==> config.mk <==
export PLATFORM = sky130hd
export DESIGN_NAME = seven_segment_capture
export DESIGN_NICKNAME = d
export VERILOG_FILES = /design/src/rtl/seven_seg_pkg.sv /design/src/rtl/seven_segment_glyph_decode.sv /design/src/rtl/seven_segment_capture.sv
export SDC_FILE = /design/constraint.sdc
export NUM_CORES = 1
export LEC_CHECK = 0
export BUFFER_PORTS_ARGS = -buffer_cell sky130_fd_sc_hd__buf_2
export CORE_ASPECT_RATIO = 1.4
export CORE_MARGIN = 5
export CORE_UTILIZATION = 35
export CTS_BUF_LIST = sky130_fd_sc_hd__clkbuf_8
export DETAILED_ROUTE_END_ITERATION = 8
export HOLD_SLACK_MARGIN = 0.03
export PLACE_DENSITY_LB_ADDON = 0.3
export SYNTH_ARGS = -nofsm -noshare
export SYNTH_HDL_FRONTEND = slang
export SYNTH_SLANG_ARGS = --single-unit
==> constraint.sdc <==
create_clock -name src_clk -period 7.8 [get_ports src_clk]
set_input_delay 0.78 -clock src_clk [delete_from_list [all_inputs] [get_ports src_clk]]
set_output_delay 0.78 -clock src_clk [all_outputs]
set_load 0.1 [all_outputs]
==> src/rtl/seven_seg_pkg.sv <==
// Shared constants and types for the seven-segment capture path.
// Glyphs are active-low on segment[6:0] = G..A.
package seven_seg_pkg;

    localparam logic [6:0] SEG_0 = 7'h40;
    localparam logic [6:0] SEG_1 = 7'h79;
    localparam logic [6:0] SEG_2 = 7'h24;
    localparam logic [6:0] SEG_3 = 7'h30;
    localparam logic [6:0] SEG_4 = 7'h19;
    localparam logic [6:0] SEG_5 = 7'h12;
    localparam logic [6:0] SEG_6 = 7'h02;
    localparam logic [6:0] SEG_7 = 7'h78;
    localparam logic [6:0] SEG_8 = 7'h00;
    localparam logic [6:0] SEG_9 = 7'h18;

    localparam int         SEG_DP_BIT  = 7;
    localparam logic [3:0] ANODE_BLANK = 4'hF;

    // TRACK: candidate still settling. HELD: candidate committed (or idle after reset).
    typedef enum logic {
        TRACK = 1'b0,
        HELD  = 1'b1
    } cap_state_t;

endpackage

==> src/rtl/seven_segment_glyph_decode.sv <==
// Combinational glyph decoder: active-low 7-segment pattern to digit value.
// hit=0 means the pattern is not one of the ten digit glyphs; value is 0 then.
module seven_segment_glyph_decode
    import seven_seg_pkg::*;
(
    input  logic [6:0] seg,
    output logic [3:0] value,
    output logic       hit
);

    // Table lookup; unknown patterns fall through to a miss.
    always_comb begin
        value = 4'd0;
        hit   = 1'b1;
        case (seg)
            SEG_0:   value = 4'd0;
            SEG_1:   value = 4'd1;
            SEG_2:   value = 4'd2;
            SEG_3:   value = 4'd3;
            SEG_4:   value = 4'd4;
            SEG_5:   value = 4'd5;
            SEG_6:   value = 4'd6;
            SEG_7:   value = 4'd7;
            SEG_8:   value = 4'd8;
            SEG_9:   value = 4'd9;
            default: hit   = 1'b0;
        endcase
    end

endmodule

==> src/rtl/seven_segment_capture.sv <==
// Receive side of a 4-digit multiplexed seven-segment bus.
// The bus is synchronized, a sample must stay identical for STABLE_CYCLES
// edges before it is committed (this rejects scan ghosting), and each
// committed glyph is decoded into the digit register for its anode.
module seven_segment_capture
    import seven_seg_pkg::*;
#(
    parameter int SYNC_STAGES   = 2,
    parameter int STABLE_CYCLES = 4
) (
    input  logic        src_clk,
    input  logic        src_rst_n,
    input  logic        clear,
    input  logic [3:0]  anode,
    input  logic [7:0]  segment,
    output logic [15:0] digits,
    output logic [3:0]  dps,
    output logic [3:0]  digit_valid,
    output logic        pattern_err,
    output logic        anode_err,
    output logic        frame_done
);

    localparam int CNT_W = (STABLE_CYCLES > 2) ? $clog2(STABLE_CYCLES) : 1;
    // Commit fires on the edge where the counter would reach STABLE_CYCLES-1.
    localparam logic [CNT_W-1:0] CNT_PRE = CNT_W'(STABLE_CYCLES - 2);
    localparam logic [11:0] IDLE_BUS = {ANODE_BLANK, 8'hFF};

    // ---------------- synchronizer ----------------
    logic [11:0] sync_q [SYNC_STAGES];
    logic [11:0] s;

    // Shift the raw bus through SYNC_STAGES flops; reset to the idle bus value.
    always_ff @(posedge src_clk or negedge src_rst_n) begin
        if (!src_rst_n) begin
            for (int i = 0; i < SYNC_STAGES; i++) sync_q[i] <= IDLE_BUS;
        end else begin
            sync_q[0] <= {anode, segment};
            for (int i = 1; i < SYNC_STAGES; i++) sync_q[i] <= sync_q[i-1];
        end
    end

    assign s = sync_q[SYNC_STAGES-1];

    // ---------------- candidate FSM ----------------
    cap_state_t       state_q, state_d;
    logic [11:0]      cand_q, cand_d;
    logic [CNT_W-1:0] cnt_q, cnt_d;
    logic             commit;

    // State register; clear returns the FSM to its reset values.
    always_ff @(posedge src_clk or negedge src_rst_n) begin
        if (!src_rst_n) begin
            state_q <= HELD;
            cand_q  <= IDLE_BUS;
            cnt_q   <= '0;
        end else if (clear) begin
            state_q <= HELD;
            cand_q  <= IDLE_BUS;
            cnt_q   <= '0;
        end else begin
            state_q <= state_d;
            cand_q  <= cand_d;
            cnt_q   <= cnt_d;
        end
    end

    // Next-state: restart on any change, count matches, commit once then hold.
    always_comb begin
        state_d = state_q;
        cand_d  = cand_q;
        cnt_d   = cnt_q;
        commit  = 1'b0;
        case (state_q)
            TRACK: begin
                if (s != cand_q) begin
                    cand_d = s;
                    cnt_d  = '0;
                end else begin
                    cnt_d = cnt_q + 1'b1;
                    if (cnt_q == CNT_PRE) begin
                        commit  = 1'b1;
                        state_d = HELD;
                    end
                end
            end
            HELD: begin
                // Counter is left untouched here, so it saturates.
                if (s != cand_q) begin
                    cand_d  = s;
                    cnt_d   = '0;
                    state_d = TRACK;
                end
            end
            default: state_d = HELD;
        endcase
    end

    // ---------------- commit datapath ----------------
    logic [3:0] cand_anode;
    logic [7:0] cand_seg;
    logic [3:0] glyph_value;
    logic       glyph_hit;
    logic [1:0] pos;
    logic       anode_blank;
    logic       anode_onehot;

    assign cand_anode   = cand_q[11:8];
    assign cand_seg     = cand_q[7:0];
    assign anode_blank  = (cand_anode == ANODE_BLANK);
    assign anode_onehot = $onehot(~cand_anode);

    seven_segment_glyph_decode u_decode (
        .seg   (cand_seg[6:0]),
        .value (glyph_value),
        .hit   (glyph_hit)
    );

    // Digit position of the single low anode line.
    always_comb begin
        pos = 2'd0;
        for (int i = 0; i < 4; i++) begin
            if (!cand_anode[i]) pos = 2'(i);
        end
    end

    logic [15:0] digits_d;
    logic [3:0]  dps_d, valid_d, seen_q, seen_d, seen_nxt;
    logic        perr_d, aerr_d, fdone_d;

    // Commit actions: update the addressed digit, track seen positions, raise pulses.
    always_comb begin
        digits_d = digits;
        dps_d    = dps;
        valid_d  = digit_valid;
        seen_d   = seen_q;
        seen_nxt = seen_q;
        perr_d   = 1'b0;
        aerr_d   = 1'b0;
        fdone_d  = 1'b0;
        if (commit && !anode_blank) begin
            if (anode_onehot) begin
                dps_d[pos] = ~cand_seg[SEG_DP_BIT];
                if (glyph_hit) begin
                    digits_d[{pos, 2'b00} +: 4] = glyph_value;
                    valid_d[pos] = 1'b1;
                end else begin
                    valid_d[pos] = 1'b0;
                    perr_d       = 1'b1;
                end
                seen_nxt      = seen_q;
                seen_nxt[pos] = 1'b1;
                if (seen_nxt == 4'hF) begin
                    fdone_d = 1'b1;
                    seen_d  = 4'h0;
                end else begin
                    seen_d = seen_nxt;
                end
            end else begin
                aerr_d = 1'b1;
            end
        end
    end

    // Output registers; clear wins over a same-cycle commit and suppresses pulses.
    always_ff @(posedge src_clk or negedge src_rst_n) begin
        if (!src_rst_n) begin
            digits      <= '0;
            dps         <= '0;
            digit_valid <= '0;
            seen_q      <= '0;
            pattern_err <= 1'b0;
            anode_err   <= 1'b0;
            frame_done  <= 1'b0;
        end else if (clear) begin
            digits      <= '0;
            dps         <= '0;
            digit_valid <= '0;
            seen_q      <= '0;
            pattern_err <= 1'b0;
            anode_err   <= 1'b0;
            frame_done  <= 1'b0;
        end else begin
            digits      <= digits_d;
            dps         <= dps_d;
            digit_valid <= valid_d;
            seen_q      <= seen_d;
            pattern_err <= perr_d;
            anode_err   <= aerr_d;
            frame_done  <= fdone_d;
        end
    end

endmodule
==> impl_metrics.json, run 1 <==
{
  "status": "finished, final reports clean",
  "n_antenna_cell": 0,
  "reg2regPathDepth": 9,
  "clock.fmax_mhz": 326,
  "grt_max_degree": 71,
  "initial_core_util_pct": 35.4,
  "crit_chain": "fa_1, inv_1, ha_1, ha_1, nor3b_1, nand4_1, or4_4, a21oi_2, o22ai_1",
  "vdd_drop_max_v": 0.0000982,
  "p_per_area_nw_per_um2": 196,
  "cts_max_level": 3,
  "grt_use_met2_pct": 20.5,
  "ff_latch_area_sq_um": 1800,
  "clock_sinks": 70,
  "timing.rr.start": "cand_q[11]$_DFFE_PN1P_",
  "vias": 2126,
  "grt_usage_pct": 12.4,
  "die_y_um": 122,
  "period_share_pct": 39.3,
  "ys_warn_count": 0,
  "seq_area_frac_synth_pct": 57.0,
  "critPathMaxFanout": 11,
  "cts_buffer_depth": 2,
  "maxCapViolCount": 0,
  "overflow": 0,
  "hp-start": "sync_q[13]$_DFF_PN1_",
  "n_fill_cell": 910,
  "routed_via_density": 5.11,
  "hp-class": "flip-flop to flip-flop",
  "wire_per_inst_um": 15.1,
  "rrSetupSlack_ns": 4.73,
  "layout.nets": 324,
  "hold_violations": 0,
  "numPortBuffers": 41,
  "setup_viol": 0,
  "grt_most_used_layer": "met2",
  "path_clk_slew_ns": 0.07,
  "crit_type": "flip-flop to flip-flop",
  "ys_top_cells_by_area": "dfstp_2 (31%), dfrtp_1 (26%), nand2_1 (3.1%)",
  "tightest_slew_ns": 0.846,
  "die_w_um": 90.3,
  "grt_pass1_vias": 2078,
  "slew_headroom_pct": 43.6,
  "cts.hold.buffers_added": 0,
  "synth_edf_count": 0,
  "yosys.area.top_type": "dfstp_2",
  "ys_types": 55,
  "gp_congestion": 0.779,
  "ys.flop_type": "dfstp_2",
  "cts_tree": "yes",
  "required_ns": 8.03,
  "drtIter0Drc": 118,
  "use_met1_pct": 14.0,
  "synth.top_cell.area_share_pct": 30.8,
  "ctsResizeCount": 0,
  "wl_um": 6290,
  "drc": 0,
  "crit_slowest_cell": "dfstp_2",
  "period_minus_slack_ns": 3.07,
  "critPathMostFrequentCell": "ha_1",
  "rsz0062_at_grt": "false",
  "avgSynthCellArea_sq_um": 12.0,
  "cts_setup_buffers": 0,
  "ys_top_cells_by_count": "dfstp_2 (37), dfrtp_1 (33), nand2_1 (26)",
  "p_leak_nw": 1.60,
  "regToRegEndpoint": "digits[7]$_DFFE_PN0P_",
  "synth-seq-cells": 70,
  "hold_end": "s[1]$_DFF_PN1_",
  "io_pins": 42,
  "syn-cell-area_sq_um": 3160,
  "fp-row-count": 41,
  "grt_pass1_wl_um": 10600,
  "synth_most_common_cell": "dfstp_2",
  "multiInputGateArea_sq_um": 1250,
  "drt_pass1_iterations": 4,
  "synth_cells": 262,
  "drive_above_1_share_pct": 40.5,
  "dieArea_sq_um": 11000,
  "cp-start-kind": "flip-flop",
  "cpPeakStageDelay_ns": 0.64,
  "slew_violations": 0,
  "syn_to_final_growth_pct": 14.0,
  "clockRootBuffer": "clkbuf_8",
  "clkLatencyLatePin_ns": 0.36,
  "grt_use_met3_pct": 4.60,
  "hpwl_um": 4480,
  "cts_buffers": 9,
  "worstPathArrival_ns": 3.29,
  "antenna_found_initial": 0,
  "async_reset_ff_share_pct": 100,
  "holdPathStages": 0,
  "core_area_sq_um": 8930,
  "fin_skew_ns": 0.00794,
  "synth_nets": 282,
  "cp-end-kind": "flip-flop",
  "hold_slack_ns": 0.356,
  "tns_ns": 0,
  "antenna_left": 0
}
-- layout by cell type, fill, tap and decap left out, drive strengths merged, types with 2 or more instances in the layout --
| master | Yosys | routed |
|---|---|---|
| clkbuf | 4 | 10 |
| clkinv | 0 | 2 |
| o21ai | 8 | 8 |
| nor3b | 2 | 2 |
| or3b | 2 | 2 |
| a21oi | 16 | 16 |
| nor2 | 8 | 8 |
| inv | 7 | 11 |
| and3 | 2 | 2 |
| nor2b | 4 | 4 |
| nand4 | 8 | 8 |
| and3b | 2 | 2 |
| xnor2 | 14 | 14 |
| buf | 7 | 42 |
| o22ai | 12 | 12 |
| or4 | 2 | 2 |
| nand4b | 2 | 2 |
| nand3 | 6 | 6 |
| nor3 | 3 | 3 |
| nor4 | 3 | 3 |
| and4 | 7 | 7 |
| a311oi | 2 | 2 |
| o31a | 2 | 2 |
| dfrtp | 33 | 33 |
| dfstp | 37 | 37 |
| o21a | 6 | 6 |
| ha | 4 | 4 |
| nand2 | 26 | 26 |
| and2 | 4 | 4 |
| or2 | 16 | 16 |
| nand2b | 2 | 2 |
-- kinds of logic after synthesis --
logic type | Yosys count | synth area share, %
mux | 1 | 0.317
fa+ha+maj | 5 | 2.22
xor+xnor | 15 | 6.07
buf+inv | 18 | 3.49
compound gates | 51 | 11.3
flops | 70 | 57.0
simple gates | 102 | 19.6
-- per-stage QoR --
step,utilization (%),cell area (sq um),instances,setup WS (ns),power [W]
2_1_floorplan,-,3160,262,5.02,0.000428
3_5_place_dp,38.3,3420,400,4.77,0.000445
6_report,40.3,3600,416,4.73,0.000703
4_1_cts,40.3,3600,416,4.74,0.000717
5_1_grt,40.3,3600,416,4.42,0.000739
3_3_place_gp,38.3,3420,400,4.78,0.000444
-- report_power, final --
group	leakage (nW)	internal [W]	switching, W
clock network	0.0978	0.000125	0.000141
logic	0.650	0.0000190	0.0000256
registers	0.851	0.000381	0.0000118
total	1.60	0.000525	0.000178
-- flip-flops by register name, indices dropped and copies added, names as in the netlist --
register / flops
cand_q: 12
digit_valid: 4
pattern_err: 1
frame_done: 1
cnt_q: 2
s: 12
sync_q: 12
anode_err: 1
dps: 4
state_q: 1
digits: 16
seen_q: 4
-- worst max path at each step --
stage | endpoint | start | slack, ns | cells after the start
6_report | digits[7]$_DFFE_PN0P_ | cand_q[11]$_DFFE_PN1P_ | 4.73 | 9
3_5_place_dp | seen_q[3]$_DFFE_PN0P_ | cand_q[11]$_DFFE_PN1P_ | 4.77 | 9
5_1_grt | digits[2]$_DFFE_PN0P_ | cand_q[11]$_DFFE_PN1P_ | 4.42 | 9
3_3_place_gp | digits[6]$_DFFE_PN0P_ | cand_q[11]$_DFFE_PN1P_ | 4.78 | 9
4_1_cts | digits[7]$_DFFE_PN0P_ | cand_q[11]$_DFFE_PN1P_ | 4.74 | 9
2_1_floorplan | digit_valid[1]$_DFFE_PN0P_ | cand_q[9]$_DFFE_PN1P_ | 5.02 | 9
-- layer usage --
| layer | vias to the layer above | routed length (um) |
|---|---|---|
| met5 | - | 0 |
| met4 | 0 | 153 |
| met3 | 12 | 339 |
| met2 | 45 | 3290 |
| met1 | 1051 | 2510 |
| li1 | 1018 | - |
-- layout make-up --
| cell class | count | area share, % |
|---|---|---|
| timing repair buffer | 42 | 5.91 |
| inverter | 7 | 0.730 |
| clock buffer | 10 | 3.83 |
| multi-input combinational | 174 | 34.7 |
| sequential | 70 | 50.0 |
| clock inverter | 6 | 1.15 |
| tap | 107 | 3.72 |
-- critical path, delay by kind of cell, from the launching register on --
family / cells / cell delay (ns)
flip-flops: 1 / 0.64
AND/OR/NAND/NOR: 3 / 1.10
AO/OA/AOI/OAI: 2 / 0.35
adder cells (fa/ha/maj): 3 / 0.79
buffers and inverters: 1 / 0.07
No activity file was read; power rests on OpenSTA's default activity.
==> inputs of run 2 (changes only) <==
==> constraint.sdc (replaced) <==
create_clock -name src_clk -period 2.9 [get_ports src_clk]
set_input_delay 0.29 -clock src_clk [delete_from_list [all_inputs] [get_ports src_clk]]
set_output_delay 0.29 -clock src_clk [all_outputs]
set_load 0.1 [all_outputs]
==> run 2 against run 1 <==
Net effect:
- first-iteration DRC count decreased by 5.1%
- register-to-register slack worse by 4.5 ns
- global-route usage grew 0.60 points
- combinational power rose to 3.4 times the previous value
- final area increased by 6.2%
==> impl_metrics.json, run 2 (synthesis gave the netlist of run 1 again) <==
{
  "drt_pass1_iterations": 4,
  "p_int_w": 0.00150,
  "maxCapViolCount": 0,
  "p_sw_share_pct": 24.9,
  "cp-start-kind": "flip-flop",
  "hold_slack_ns": 0.0712,
  "regToRegEndpoint": "digits[2]$_DFFE_PN0P_",
  "antenna_left": 0,
  "place_ws_ns": 0.0570,
  "layout.nets": 343,
  "cts_max_level": 3,
  "slew_violations": 0,
  "top_register": "digits",
  "reg2regPathDepth": 10,
  "fin_skew_ns": 0.0107,
  "p_per_area_nw_per_um2": 525,
  "n_antenna_cell": 0,
  "hp-class": "primary input to asynchronous set/reset pin",
  "vdd_drop_max_v": 0.000356,
  "critPathMaxFanout": 5,
  "vias": 2176,
  "drtIter0Drc": 112,
  "grt_max_degree": 42,
  "antenna_found_initial": 0,
  "combinationalPowerShare_pct": 7.6,
  "p_leak_nw": 1.68,
  "period_minus_slack_ns": 2.69,
  "clock.fmax_mhz": 372,
  "hpwl_um": 4660,
  "final_util_pct": 42.8,
  "p_seq_share_pct": 52.6,
  "slew_headroom_pct": 39.1,
  "io_pins": 42,
  "switchingPower_w": 0.000500,
  "grt_pass1_wl_um": 11300,
  "clkPwrFrac_pct": 39.8,
  "cp-end-kind": "flip-flop",
  "tightest_slew_ns": 0.913,
  "status": "finished, final reports clean",
  "hold_violations": 0,
  "path_clk_slew_ns": 0.08,
  "syn_to_final_growth_pct": 21.1,
  "required_ns": 3.12,
  "wl_um": 6490,
  "cts_buffers": 9,
  "grt_pass1_vias": 2238,
  "post_dp_cell_area_sq_um": 3460,
  "die_w_um": 90.3,
  "rrSetupSlack_ns": 0.21,
  "dieArea_sq_um": 11000,
  "drc": 0,
  "numPortBuffers": 41,
  "fin_ws_ns": 0.208,
  "fp-row-count": 41,
  "routed_via_density": 5.00,
  "largest_reg_flops": 16,
  "overflow": 0,
  "clkLatencyLatePin_ns": 0.35,
  "timing.rr.start": "cand_q[9]$_DFFE_PN1P_",
  "final_cell_mix": "buf_2 (41), dfstp_2 (37), dfrtp_1 (33), nand2_1 (26)",
  "cts_buffer_depth": 2,
  "clockRootBuffer": "clkbuf_8",
  "crit_type": "flip-flop to flip-flop",
  "wire_per_inst_um": 14.9,
  "layout_commonest_cell": "buf_2",
  "cts_tree": "yes",
  "gp_congestion": 0.820,
  "period_share_pct": 92.8,
  "clock_sinks": 70,
  "setup_viol": 0,
  "core_area_sq_um": 8930,
  "worstPathArrival_ns": 2.91,
  "initial_core_util_pct": 35.4,
  "die_y_um": 122,
  "drive_above_1_share_pct": 41.2,
  "design_area_sq_um": 3820,
  "grt_usage_pct": 13.0,
  "total_power_w": 0.00200
}
-- run 2: cell types whose count changed in the layout (fill, tap and decap cells not counted), moves of 2 or more --
cell           change
dlygate4sd3_1     +12
buf_4              +7
ha_1               -2
inv_4              -2
-- run 2: timing repair --
| action | 4_1_cts | 5_1_grt |
|---|---|---|
| hold buffers | 12 | 0 |
| endpoints found under the hold margin | 12 | 0 |
| gates resized for setup | 0 | 4 |
| buffers inserted | 0 | 2 |
| endpoints found under the setup margin | 0 | 23 |
-- run 2: routing by layer --
layer	vias up	global-route usage (%)	routed length [um]
met4	0	5.87	132
met2	56	21.8	3390
li1	1055	-	-
met5	-	0	0
met3	15	3.99	313
met1	1050	15.2	2660
-- run 2: per-stage QoR --
stage | std cells | TNS (ns)
floorplan | 262 | 0
finish | 435 | 0
CTS | 433 | 0
global route | 435 | -0.0117
detailed placement | 405 | 0
global placement | 405 | 0
-- run 2: power by group through the flow --
stage / sequential, W / combinational (W) / clock (W)
6_report: 0.00105 / 0.000152 / 0.000798
5_1_grt: 0.00106 / 0.000173 / 0.000872
4_1_cts: 0.00105 / 0.000146 / 0.000833
3_5_place_dp: 0.00107 / 0.000133 / 0
3_3_place_gp: 0.00107 / 0.000131 / 0
2_1_floorplan: 0.00106 / 0.0000963 / 0
-- run 2: final cells by class --
cell class,count,area (sq um)
multi-input cells,174,1270
flip-flops and latches,70,1800
clock buffers,9,124
fillers,869,5110
clock inverters,7,78.8
well taps,107,134
inverters,7,26.3
repair buffers,61,385
-- run 2: worst max path at each step --
| stage | startpoint | endpoint | slack (ns) | depth (start not counted) |
|---|---|---|---|---|
| final | cand_q[9]$_DFFE_PN1P_ | digits[2]$_DFFE_PN0P_ | 0.21 | 10 |
| after global routing | cand_q[9]$_DFFE_PN1P_ | digits[14]$_DFFE_PN0P_ | -0.01 | 10 |
| after CTS | cand_q[8]$_DFFE_PN1P_ | digit_valid[2]$_DFFE_PN0P_ | 0.04 | 10 |
| after detailed placement | cand_q[8]$_DFFE_PN1P_ | digit_valid[2]$_DFFE_PN0P_ | 0.06 | 10 |
| after global placement | cand_q[8]$_DFFE_PN1P_ | digit_valid[2]$_DFFE_PN0P_ | 0.1 | 10 |
| after floorplan | cand_q[9]$_DFFE_PN1P_ | digit_valid[1]$_DFFE_PN0P_ | 0.12 | 9 |
-- run 2: critical path, stage by stage, from the launching register on --
cell     delay (ns)
dfstp_2        0.55
fa_1           0.41
inv_1          0.07
ha_2           0.19
ha_4           0.21
nor3b_4        0.20
buf_4          0.16
and4_1         0.21
nand4_1        0.21
a21oi_2        0.27
o22ai_1        0.10
